File: src/rtl/beat_pkg.sv
// Shared constants and types for the rhythm-game lane logic.
// Every lane instance and the score block agree on row geometry through
// this package.
package beat_pkg;

    // Playfield geometry, in rows.
    localparam int Y_MAX_ROW  = 400;  // last legal row; leaving it is a miss
    localparam int NOTE_STEP  = 5;    // rows advanced per video frame
    localparam int HIT_WIN_LO = 360;  // first row of the hit window (inclusive)
    localparam int HIT_WIN_HI = 400;  // last row of the hit window (inclusive)
    localparam int NUM_LANES  = 5;    // lanes on the playfield, one engine each

    localparam int ROW_W      = 10;   // bits per row value
    localparam int COUNT_W    = 16;   // bits per hit/miss counter

    // Row position of a note; Y_MAX_ROW + NOTE_STEP still fits without wrap.
    typedef logic [ROW_W-1:0]   row_t;

    // Hit/miss tally as seen by the score block.
    typedef logic [COUNT_W-1:0] count_t;

    // Add a small increment to a counter, clamping at all-ones instead of
    // wrapping. The increment is wide enough for every slot expiring at once
    // plus an empty strike.
    function automatic count_t sat_add(input count_t base, input logic [4:0] inc);
        logic [COUNT_W:0] sum;
        sum = {1'b0, base} + {{(COUNT_W-4){1'b0}}, inc};
        return sum[COUNT_W] ? {COUNT_W{1'b1}} : sum[COUNT_W-1:0];
    endfunction

endpackage

File: src/rtl/note_slot.sv
// One note slot of a lane: an active flag plus the note's current row.
// free wins over alloc and tick, so a struck note is neither advanced nor
// counted as expired. A note sitting on the last row expires on the next tick.
module note_slot
    import beat_pkg::*;
#(
    parameter int STEP  = NOTE_STEP,
    parameter int Y_MAX = Y_MAX_ROW
) (
    input  logic Clk,
    input  logic Reset,
    input  logic tick_i,     // frame advance
    input  logic alloc_i,    // start a new note at row 0 (only driven for a free slot)
    input  logic free_i,     // note was struck (only driven for an active slot)
    output logic active_o,
    output row_t y_o,
    output logic expire_o    // note leaves the last row during this cycle
);

    logic active_q, active_d;
    row_t y_q, y_d;

    // Next-state: free, then alloc, then frame advance / expiry.
    always_comb begin
        // NOTE: every output of this block gets a default first, so no path
        // leaves a value unassigned and no latch is inferred.
        active_d = active_q;
        y_d      = y_q;
        expire_o = 1'b0;

        if (free_i) begin
            active_d = 1'b0;
            y_d      = '0;
        end else if (alloc_i) begin
            active_d = 1'b1;
            y_d      = '0;
        end else if (tick_i && active_q) begin
            if (y_q == row_t'(Y_MAX)) begin
                active_d = 1'b0;
                y_d      = '0;
                expire_o = 1'b1;
            end else begin
                y_d = y_q + row_t'(STEP);
            end
        end
    end

    // Slot state register with synchronous reset.
    always_ff @(posedge Clk) begin
        // NOTE: state is updated with non-blocking assignments so every
        // register samples the pre-edge value of every other register.
        if (Reset) begin
            active_q <= 1'b0;
            y_q      <= '0;
        end else begin
            active_q <= active_d;
            y_q      <= y_d;
        end
    end

    assign active_o = active_q;
    assign y_o      = y_q;

endmodule

File: src/rtl/note_track_engine.sv
// Per-lane note scheduler. Holds up to SLOTS falling notes, advances them
// once per video frame, judges key strikes against the hit window and
// reports hit/miss events and saturating tallies to the score block.
module note_track_engine
    import beat_pkg::*;
#(
    parameter int SLOTS  = 8,
    parameter int STEP   = NOTE_STEP,
    parameter int Y_MAX  = Y_MAX_ROW,
    parameter int HIT_LO = HIT_WIN_LO,
    parameter int HIT_HI = HIT_WIN_HI
) (
    input  logic                  Clk,
    input  logic                  Reset,
    input  logic                  frame_tick,
    input  logic                  spawn,
    output logic                  spawn_ready,
    input  logic                  key_press,
    output logic [SLOTS-1:0]      slot_active,
    output logic [SLOTS*ROW_W-1:0] slot_y,
    output logic                  hit_pulse,
    output logic                  miss_pulse,
    output logic [COUNT_W-1:0]    hit_count,
    output logic [COUNT_W-1:0]    miss_count
);

    localparam int IDX_W = (SLOTS > 1) ? $clog2(SLOTS) : 1;

    // ------------------------------------------------------------------
    // Key edge detect: a strike is the first high cycle after a low one.
    // ------------------------------------------------------------------
    logic key_q, key_d;
    logic strike;

    assign key_d  = key_press;
    assign strike = key_press & ~key_q;

    // ------------------------------------------------------------------
    // Slot array
    // ------------------------------------------------------------------
    row_t             y_arr [SLOTS];
    logic [SLOTS-1:0] expire_vec;
    logic [SLOTS-1:0] alloc_vec;
    logic [SLOTS-1:0] free_vec;
    logic [SLOTS-1:0] in_win;

    for (genvar i = 0; i < SLOTS; i++) begin : g_slot
        note_slot #(
            .STEP  (STEP),
            .Y_MAX (Y_MAX)
        ) u_slot (
            .Clk      (Clk),
            .Reset    (Reset),
            .tick_i   (frame_tick),
            .alloc_i  (alloc_vec[i]),
            .free_i   (free_vec[i]),
            .active_o (slot_active[i]),
            .y_o      (y_arr[i]),
            .expire_o (expire_vec[i])
        );

        assign slot_y[ROW_W*i +: ROW_W] = y_arr[i];

        // Window test uses the pre-tick row, so a strike and a tick in the
        // same cycle still judge the note where the player saw it.
        assign in_win[i] = slot_active[i]
                         && (y_arr[i] >= row_t'(HIT_LO))
                         && (y_arr[i] <= row_t'(HIT_HI));
    end

    // ------------------------------------------------------------------
    // Strike target: in-window note with the largest row, lowest index on ties.
    // ------------------------------------------------------------------
    logic             target_found;
    logic [IDX_W-1:0] target_idx;
    row_t             target_y;

    // Priority select over the window hits; strict '>' keeps the lowest index on ties.
    always_comb begin
        target_found = 1'b0;
        target_idx   = '0;
        target_y     = '0;
        for (int i = 0; i < SLOTS; i++) begin
            if (in_win[i] && (!target_found || (y_arr[i] > target_y))) begin
                target_found = 1'b1;
                target_idx   = IDX_W'(i);
                target_y     = y_arr[i];
            end
        end
    end

    // Free the struck slot; freeing takes priority over that slot's tick.
    always_comb begin
        free_vec = '0;
        if (strike && target_found) begin
            free_vec[target_idx] = 1'b1;
        end
    end

    // ------------------------------------------------------------------
    // Spawn allocation: lowest-index slot that is free *before* this edge,
    // so a slot freed this cycle only becomes reusable next cycle.
    // ------------------------------------------------------------------
    logic             free_found;
    logic [IDX_W-1:0] free_idx;

    assign spawn_ready = ~&slot_active;

    // Lowest-index free slot encoder.
    always_comb begin
        free_found = 1'b0;
        free_idx   = '0;
        for (int i = 0; i < SLOTS; i++) begin
            if (!slot_active[i] && !free_found) begin
                free_found = 1'b1;
                free_idx   = IDX_W'(i);
            end
        end
    end

    // One-hot allocation; a spawn with no free slot is dropped.
    always_comb begin
        alloc_vec = '0;
        if (spawn && free_found) begin
            alloc_vec[free_idx] = 1'b1;
        end
    end

    // ------------------------------------------------------------------
    // Event pulses and saturating tallies
    // ------------------------------------------------------------------
    logic        hit_pulse_q, hit_pulse_d;
    logic        miss_pulse_q, miss_pulse_d;
    count_t      hit_count_q, hit_count_d;
    count_t      miss_count_q, miss_count_d;
    logic [4:0]  miss_inc;

    // Count expired slots plus an empty strike; pulse once however many there are.
    always_comb begin
        miss_inc = '0;
        for (int i = 0; i < SLOTS; i++) begin
            miss_inc = miss_inc + 5'(expire_vec[i]);
        end
        if (strike && !target_found) begin
            miss_inc = miss_inc + 5'd1;
        end

        hit_pulse_d  = strike & target_found;
        miss_pulse_d = (miss_inc != 5'd0);
        hit_count_d  = hit_pulse_d ? sat_add(hit_count_q, 5'd1) : hit_count_q;
        miss_count_d = sat_add(miss_count_q, miss_inc);
    end

    // Event, counter and key-edge registers with synchronous reset.
    always_ff @(posedge Clk) begin
        if (Reset) begin
            key_q        <= 1'b0;
            hit_pulse_q  <= 1'b0;
            miss_pulse_q <= 1'b0;
            hit_count_q  <= '0;
            miss_count_q <= '0;
        end else begin
            key_q        <= key_d;
            hit_pulse_q  <= hit_pulse_d;
            miss_pulse_q <= miss_pulse_d;
            hit_count_q  <= hit_count_d;
            miss_count_q <= miss_count_d;
        end
    end

    assign hit_pulse  = hit_pulse_q;
    assign miss_pulse = miss_pulse_q;
    assign hit_count  = hit_count_q;
    assign miss_count = miss_count_q;

endmodule
File: config.mk
export PLATFORM = sky130hd
export DESIGN_NAME = note_track_engine
export DESIGN_NICKNAME = d
export VERILOG_FILES = /design/src/rtl/beat_pkg.sv /design/src/rtl/note_slot.sv /design/src/rtl/note_track_engine.sv
export SDC_FILE = /design/constraint.sdc
export NUM_CORES = 1
export LEC_CHECK = 0
export BUFFER_PORTS_ARGS = -buffer_cell sky130_fd_sc_hd__buf_4
export CORE_ASPECT_RATIO = 0.9
export CORE_UTILIZATION = 54
export DETAILED_ROUTE_END_ITERATION = 16
export PLACE_DENSITY = 0.75
export SYNTH_ARGS = -nofsm -noshare
export SYNTH_HDL_FRONTEND = slang
export SYNTH_SLANG_ARGS = --single-unit
export TNS_END_PERCENT = 30
File: constraint.sdc
create_clock -name Clk -period 17.3 [get_ports Clk]
set_input_delay 0.865 -clock Clk [delete_from_list [all_inputs] [get_ports Clk]]
set_output_delay 0.865 -clock Clk [all_outputs]
set_load 0.05 [all_outputs]
**Yosys cells after proc, flatten, opt, wreduce, memory -nomap -nowiden**

Index checks and enable logic that the tools add are counted.

- Add/sub/neg operators: 18
- Order comparisons: 27
- Equal/unequal tests: 8
- Muxes and demuxes: 110
- Bitwise operators: 3
- Reductions and logical operators: 114

Operators with widths:

| cell | number |
|---|---|
| $mux 10 | 15 |
| $add 10x3->10 const B | 8 |
| $eq 10x9->1 const B | 8 |
| $ge 10x9->1 const B | 8 |
| $le 10x9->1 const B | 8 |
| $mux 1 | 76 |
| $gt 10x10->1 | 7 |
| $logic_and 1x1->1 | 43 |
| $mux 3 | 11 |
| $mux 16 | 2 |
| $reduce_bool 2->1 | 16 |
| $reduce_or 3->1 | 8 |
| $logic_not 1->1 | 22 |
| $add 16x1->17 const B | 1 |
| $add 16x5->17 | 1 |
| $mux 8 | 2 |
| $reduce_and 2->1 | 8 |
| $reduce_or 2->1 | 8 |
| $add 5x1->5 | 3 |
| $lt 3x4->1 const B | 2 |
| $reduce_and 8->1 | 1 |
| $logic_or 1x1->1 | 7 |
| $demux 1 s3 | 2 |
| $ge 3x1->1 const B | 2 |
| 10 further kinds | 11 |

- Register bits after elaboration: 123
- Input bits: 5
- Output and inout port bits: 123
- Word-level logic and storage cells: 301

**Logic depth before layout (Yosys ltp)**

- Depth after elaboration: 49
- Gate-level depth with buffers: 90
- Depth with buffers taken out: 83

**Hierarchy**

From an unflattened synthesis, not the netlist that was laid out.

- Cell total of the unflattened synthesis: 1128
- Area total of the unflattened synthesis: 9201.3 um^2

By module, submodules not included:

| module | times used | cells each | area an instance (um^2) | seq. area each (um^2) |
|---|---|---|---|---|
| note_track_engine | 1 | 656 | 5097.4 | 700.7 |
| note_slot | 8 | 59 | 513.0 | 220.2 |

**Worst setup path after synthesis**

Ideal clock, no wire load.

- Kind: register to register
- From: register g_slot[0].u_slot.y_q[7]
- To: register miss_count_q[10], in the netlist miss_count[10]
- Arrival time: 17.729 ns
- Data required time: 17.168 ns
- Setup slack: -0.561 ns
- Stages on the path, launching flop included: 86
- Path buffers: 8
- Period minus slack after synthesis: 17.861 ns
- Cells stage by stage: dfxtp_1 or3b_2 a211o_1 nand2_2 inv_2 nor2_1 inv_1 ha_1 nand4_1 nor2_1 a311oi_1 a22o_1 buf_2 o22a_1 inv_1 ha_1 and4_1 o21ai_0 (+50 left out) fa_1 fa_1 fa_1 inv_1 ha_1 fa_1 ha_1 nand2_1 nand2_1 fa_1 a21o_1 a21oi_1 nor2b_1 o2111ai_1 nor2_1 nand3_1 clkbuf_1 a21oi_1

- Word-level cells in the longest chain between the ends: 49
- Elaborated cells between the ends (all ways): 86
- Classes of those cells: 9 x add/sub; 11 x order compare; 1 x eq/ne; 38 x mux; 27 x reduce/logical

RTL lines:

| what | line | source |
|---|---|---|
| start: declaration | note_slot.sv:21 | `row_t y_q, y_d;` |
| start signal: assignment | note_slot.sv:57 | `y_q <= y_d;` |
| $ge 10x9->1 | note_track_engine.sv:67 | `&& (y_arr[i] >= row_t'(HIT_LO))` |
| $logic_and 1x1->1 | note_track_engine.sv:67 |  |
| $logic_and 1x1->1 | note_track_engine.sv:68 | `&& (y_arr[i] <= row_t'(HIT_HI));` |
| $mux 10 or $mux 1 (tied branches) | note_track_engine.sv:84 | `if (in_win[i] && (!target_found \|\| (y_arr[i] > target_y))) begin` |
| $gt 10x10->1 or $logic_not 1->1 (tied branches) | note_track_engine.sv:84 |  |
| $logic_or 1x1->1 | note_track_engine.sv:84 |  |
| $logic_and 1x1->1 | note_track_engine.sv:84 |  |
| $mux 10 or $mux 1 (tied branches) | note_track_engine.sv:84 |  |
| (+31 left out) | n/a |  |
| $add 2x1->3 | note_track_engine.sv:142 | `miss_inc = miss_inc + 5'(expire_vec[i]);` |
| $add 3x1->4 | note_track_engine.sv:142 |  |
| $add 4x1->5 | note_track_engine.sv:142 |  |
| $add 5x1->5 (3 in series) | note_track_engine.sv:142 |  |
| $add 5x1->5 | note_track_engine.sv:145 | `miss_inc = miss_inc + 5'd1;` |
| $mux 5 * | note_track_engine.sv:144 | `if (strike && !target_found) begin` |
| $add 16x5->17 * | beat_pkg.sv:27 | `sum = {1'b0, base} + {{(COUNT_W-4){1'b0}}, inc};` |
| $mux 16 * | beat_pkg.sv:28 | `return sum[COUNT_W] ? {COUNT_W{1'b1}} : sum[COUNT_W-1:0];` |
| end signal: assignment | note_track_engine.sv:167 | `miss_count_q <= miss_count_d;` |
| end: declaration | note_track_engine.sv:135 | `count_t miss_count_q, miss_count_d;` |

Mark *: on every way between the ends. The rest lies on a longest branch, timed or not.
A chain may end at the register's enable or synchronous reset.

**Final worst setup path**

- From: register g_slot[0].u_slot.y_q[2]
- To: register miss_count_q[15], in the netlist miss_count[15]

Same word-level chain as after synthesis.

==> flow_summary_export.csv <==
group,metric,value,unit
detailed_routing,vias,10146,
place,portBuffers,127,
cells_and_area,finalNetCount,1486,
grt,antenna_found_initial,0,
sta,finalSetupViolCount,0,
power_and_ir_drop,ir_drop,0.0535,mV
grt,overflow,0,
sta,rsz0062_at_grt,"true",
detailed_routing,ant_nets,0,
worst_setup_path,cp.buffers_inverters,12,
clock_tree,ctsHoldBuffers,0,
yosys,ys_warn_count,0,
clock_tree,root_buffer,"clkbuf_16",
min_path,hold_class,"flop to flop",
sta,slew_violations,0,
detailed_routing,drt-vias-per-instance,6.23,
cells_and_area,mostFrequentLayoutCells,"204 x buf_4, 116 x nor2_1, 114 x dfxtp_1, 86 x ha_1, 79 x nand2_1",
floorplan,rows,45,
worst_setup_path,critPathMaxFanout,7,
clock_tree,htreeDepth,4,
status,status,"completed",
floorplan,core,17100,µm²
job,drv_cap,0,
sta,whs,0.553,ns
power_and_ir_drop,swShare,27.7,%
yosys,syn-cell-area,9510,µm²
clock_tree,cts_inserted_buffers,17,
power_and_ir_drop,clkPwrFrac,52.1,%
sta,hold_viol,0,
clock_tree,cts_sinks,123,
cells_and_area,layout_commonest_cell,"buf_4",
grt,grt_pass1_vias,8919,
grt,track_usage,31.8,%
power_and_ir_drop,pwr-share-seq,42.6,%
yosys,synth-seq-cells,123,
detailed_routing,post_drt_wl_per_cell,18.6,µm
detailed_routing,drt-total-wl,30400,µm
worst_setup_path,cpMaxStageDelayCell,"fa_2",
yosys,synth_edf_count,0,
yosys,yosysTopAreaCell,"dfxtp_1",
floorplan,dieArea,18100,µm²
power_and_ir_drop,power.leakage,5.09,nW
detailed_routing,drc,0,
floorplan,die_w,142,µm
power_and_ir_drop,p_sw,0.186,mW
worst_setup_path,cpPeakStageDelay,0.58,ns
clock_tree,cts_tree,"done",
detailed_routing,firstDrtPassIters,5,
grt,grt_max_degree,82,
clock_tree,insertion_delay,0.45,ns
sta,slew_headroom,32.1,%
yosys,ys_seq_area_share,25.9,%
yosys,synthCells,1195,
place,finalWeightedCongestion,0.954,
yosys,synth_top_area_share,25.9,%
worst_setup_path,crit_type,"flop to flop",
detailed_routing,initialDrtViolationCount,1059,
yosys,synth_cell_types,87,
power_and_ir_drop,power.density,54.2,nW/µm²
floorplan,initial_utilization,55.8,%
sta,tightest_slew,1.00,ns
cells_and_area,area_delta_synth_final,30.3,%
floorplan,dieHeight,128,µm
power_and_ir_drop,fin_total_pwr,0.672,mW
yosys,avgSynthCellArea,7.96,µm²
floorplan,ioPinCount,128,
sta,fin_skew,0.0230,ns
worst_setup_path,startpoint_type,"flop",
sta,finalCritPeriodShare,99.6,%
yosys,synthFlopType,"dfxtp_1",
place,dpl.hpwl,20400,µm
power_and_ir_drop,p_comb_share,5.3,%
clock_tree,path_clk_slew,0.07,ns
yosys,synthTopCellsByArea,"dfxtp_1 26%, ha_1 13%, nor2_1 4.7%, a21oi_1 4.6%, xnor2_1 3.8%",
worst_setup_path,cp_top_family,"compound AO/OA/AOI/OAI gates",
worst_setup_path,cp.arrival,17.58,ns
power_and_ir_drop,p_int,0.486,mW
sta,fmax,0.0581,GHz
cells_and_area,antenna_cells,0,
worst_setup_path,crit_required,17.66,ns
cells_and_area,drive_gt1_share,27.0,%
sta,finalCriticalPeriod,17.23,ns
yosys,ys_async_sr_fraction,0,%
clock_tree,clock_path_buffers,2,
grt,grt_first_pass_wirelength,46100,µm
worst_setup_path,cp-end-kind,"flop",
cell usage after synthesis (4+ instances only):
cell and count:
a211oi_1 16, a31oi_1 12, o31ai_1 5, nor3b_1 10, o211a_1 7, dfxtp_1 123, nand3_1 44, nand2_1 84
mux2_2 5, xnor2_1 41, nand4_1 19, a2111oi_0 6, o21a_1 10, a21boi_0 8, a22oi_1 7, nor3_1 42
nor4b_1 7, a211o_1 6, a21oi_1 88, ha_1 96, a21o_1 18, nor2_1 120, buf_4 10, a22o_1 5
and3_1 19, nor4_1 54, clkbuf_1 30, o21ai_0 38, or3_1 7, o2111ai_1 8, o21ai_1 4, and4_1 8
and2_1 9, buf_2 11, inv_1 60, xor2_1 29, or4_1 5, nand3b_1 5, fa_1 5, nor2b_1 18
mux2i_1 11, nand2b_1 11, o211ai_1 9
power by group through the flow:
stage                     Combinational, mW  Sequential, mW  Clock, mW
after floorplan                      0.0182           0.296          0
after global placement               0.0313           0.293          0
after detailed placement             0.0316           0.293          0
after CTS                            0.0323           0.286      0.354
after global routing                 0.0379           0.286      0.368
final                                0.0356           0.286      0.350
kinds of logic (layout without fill, tap and decap cells):
kind of cell             Yosys count  count (layout)  share of synthesized area [%]
adder cells (fa/ha/maj)          101             101                           13.7
flip-flops                       123             123                           25.9
AND/OR/NAND/NOR                  476             476                           26.0
other                              1               7                         0.0394
AO/OA/AOI/OAI                    291             294                           21.1
XOR/XNOR                          70              70                           6.45
buffers and inverters            117             306                           5.18
multiplexers                      16              16                           1.75
layout make-up:
type | count | area [µm²]
fill | 1352 | 4670
multi-input combinational | 964 | 7200
timing repair buffer | 210 | 1610
sequential | 123 | 2480
clock buffer | 17 | 425
clock inverter | 15 | 145
inverter | 64 | 248
tap | 235 | 294
what timing repair did:
item / 4_1_cts / 5_1_grt
setup buffers: 7 / 36
gates cloned: 1 / 2
endpoints found under the setup margin: 16 / 17
pin swaps: 8 / 75
gates resized for setup: 27 / 103
metal layers:
metal / wire (µm) / up-vias / part of all wire (%) / track usage [%]
li1: - / 4795 / - / -
met1: 13000 / 4798 / 43 / 42.9
met2: 13800 / 451 / 46 / 50.5
met3: 2490 / 102 / 8.2 / 6.09
met4: 1080 / 0 / 3.5 / 12.1
met5: 0 / - / 0 / 0
sequential cells by signal, summed over array words and instances, names as in the netlist:
register,cells
g_slot.u_slot.y_o,80
hit_count,16
miss_count,16
g_slot.u_slot.active_o,8
hit_pulse,1
key_q,1
miss_pulse,1
worst paths after layout:
| kind | from | end | slack [ns] | cells after the start |
|---|---|---|---|---|
| max reg2reg | g_slot[0].u_slot.y_o[2]$_SDFFE_PP0P_ | miss_count[15]$_SDFF_PP0_ | 0.07 | 82 |
| max | g_slot[0].u_slot.y_o[2]$_SDFFE_PP0P_ | miss_count[15]$_SDFF_PP0_ | 0.07 | 82 |
| min | g_slot[1].u_slot.y_o[8]$_SDFFE_PP0P_ | g_slot[1].u_slot.y_o[8]$_SDFFE_PP0P_ | 0.55 | 2 |
| min reg2reg | g_slot[1].u_slot.y_o[8]$_SDFFE_PP0P_ | g_slot[1].u_slot.y_o[8]$_SDFFE_PP0P_ | 0.55 | 2 |
worst register-to-register path: cells and delay by family (launching register included):
kind | cells | cell delay (ns)
AOI/OAI and AO/OA | 34 | 6.38
adders and majority gates | 13 | 4.47
and+or+nand+nor | 21 | 4.15
buffers and inverters | 12 | 1.35
muxes | 2 | 0.51
DFF | 1 | 0.33
stage by stage:
stage | utilization [%] | setup WS, ns | area, µm² | setup TNS (ns) | instances
CTS | 68.2 | 0.0170 | 11600 | 0 | 1590
detailed placement | 63.7 | -0.417 | 10900 | -4.61 | 1550
finish | 72.7 | 0.0746 | 12400 | 0 | 1628
global route | 72.7 | -0.685 | 12400 | -10.11 | 1628
global placement | 63.7 | 0.0602 | 10900 | 0 | 1550
floorplan | - | 0.0477 | 9580 | 0 | 1201
Power figures use the tool's default switching activity.
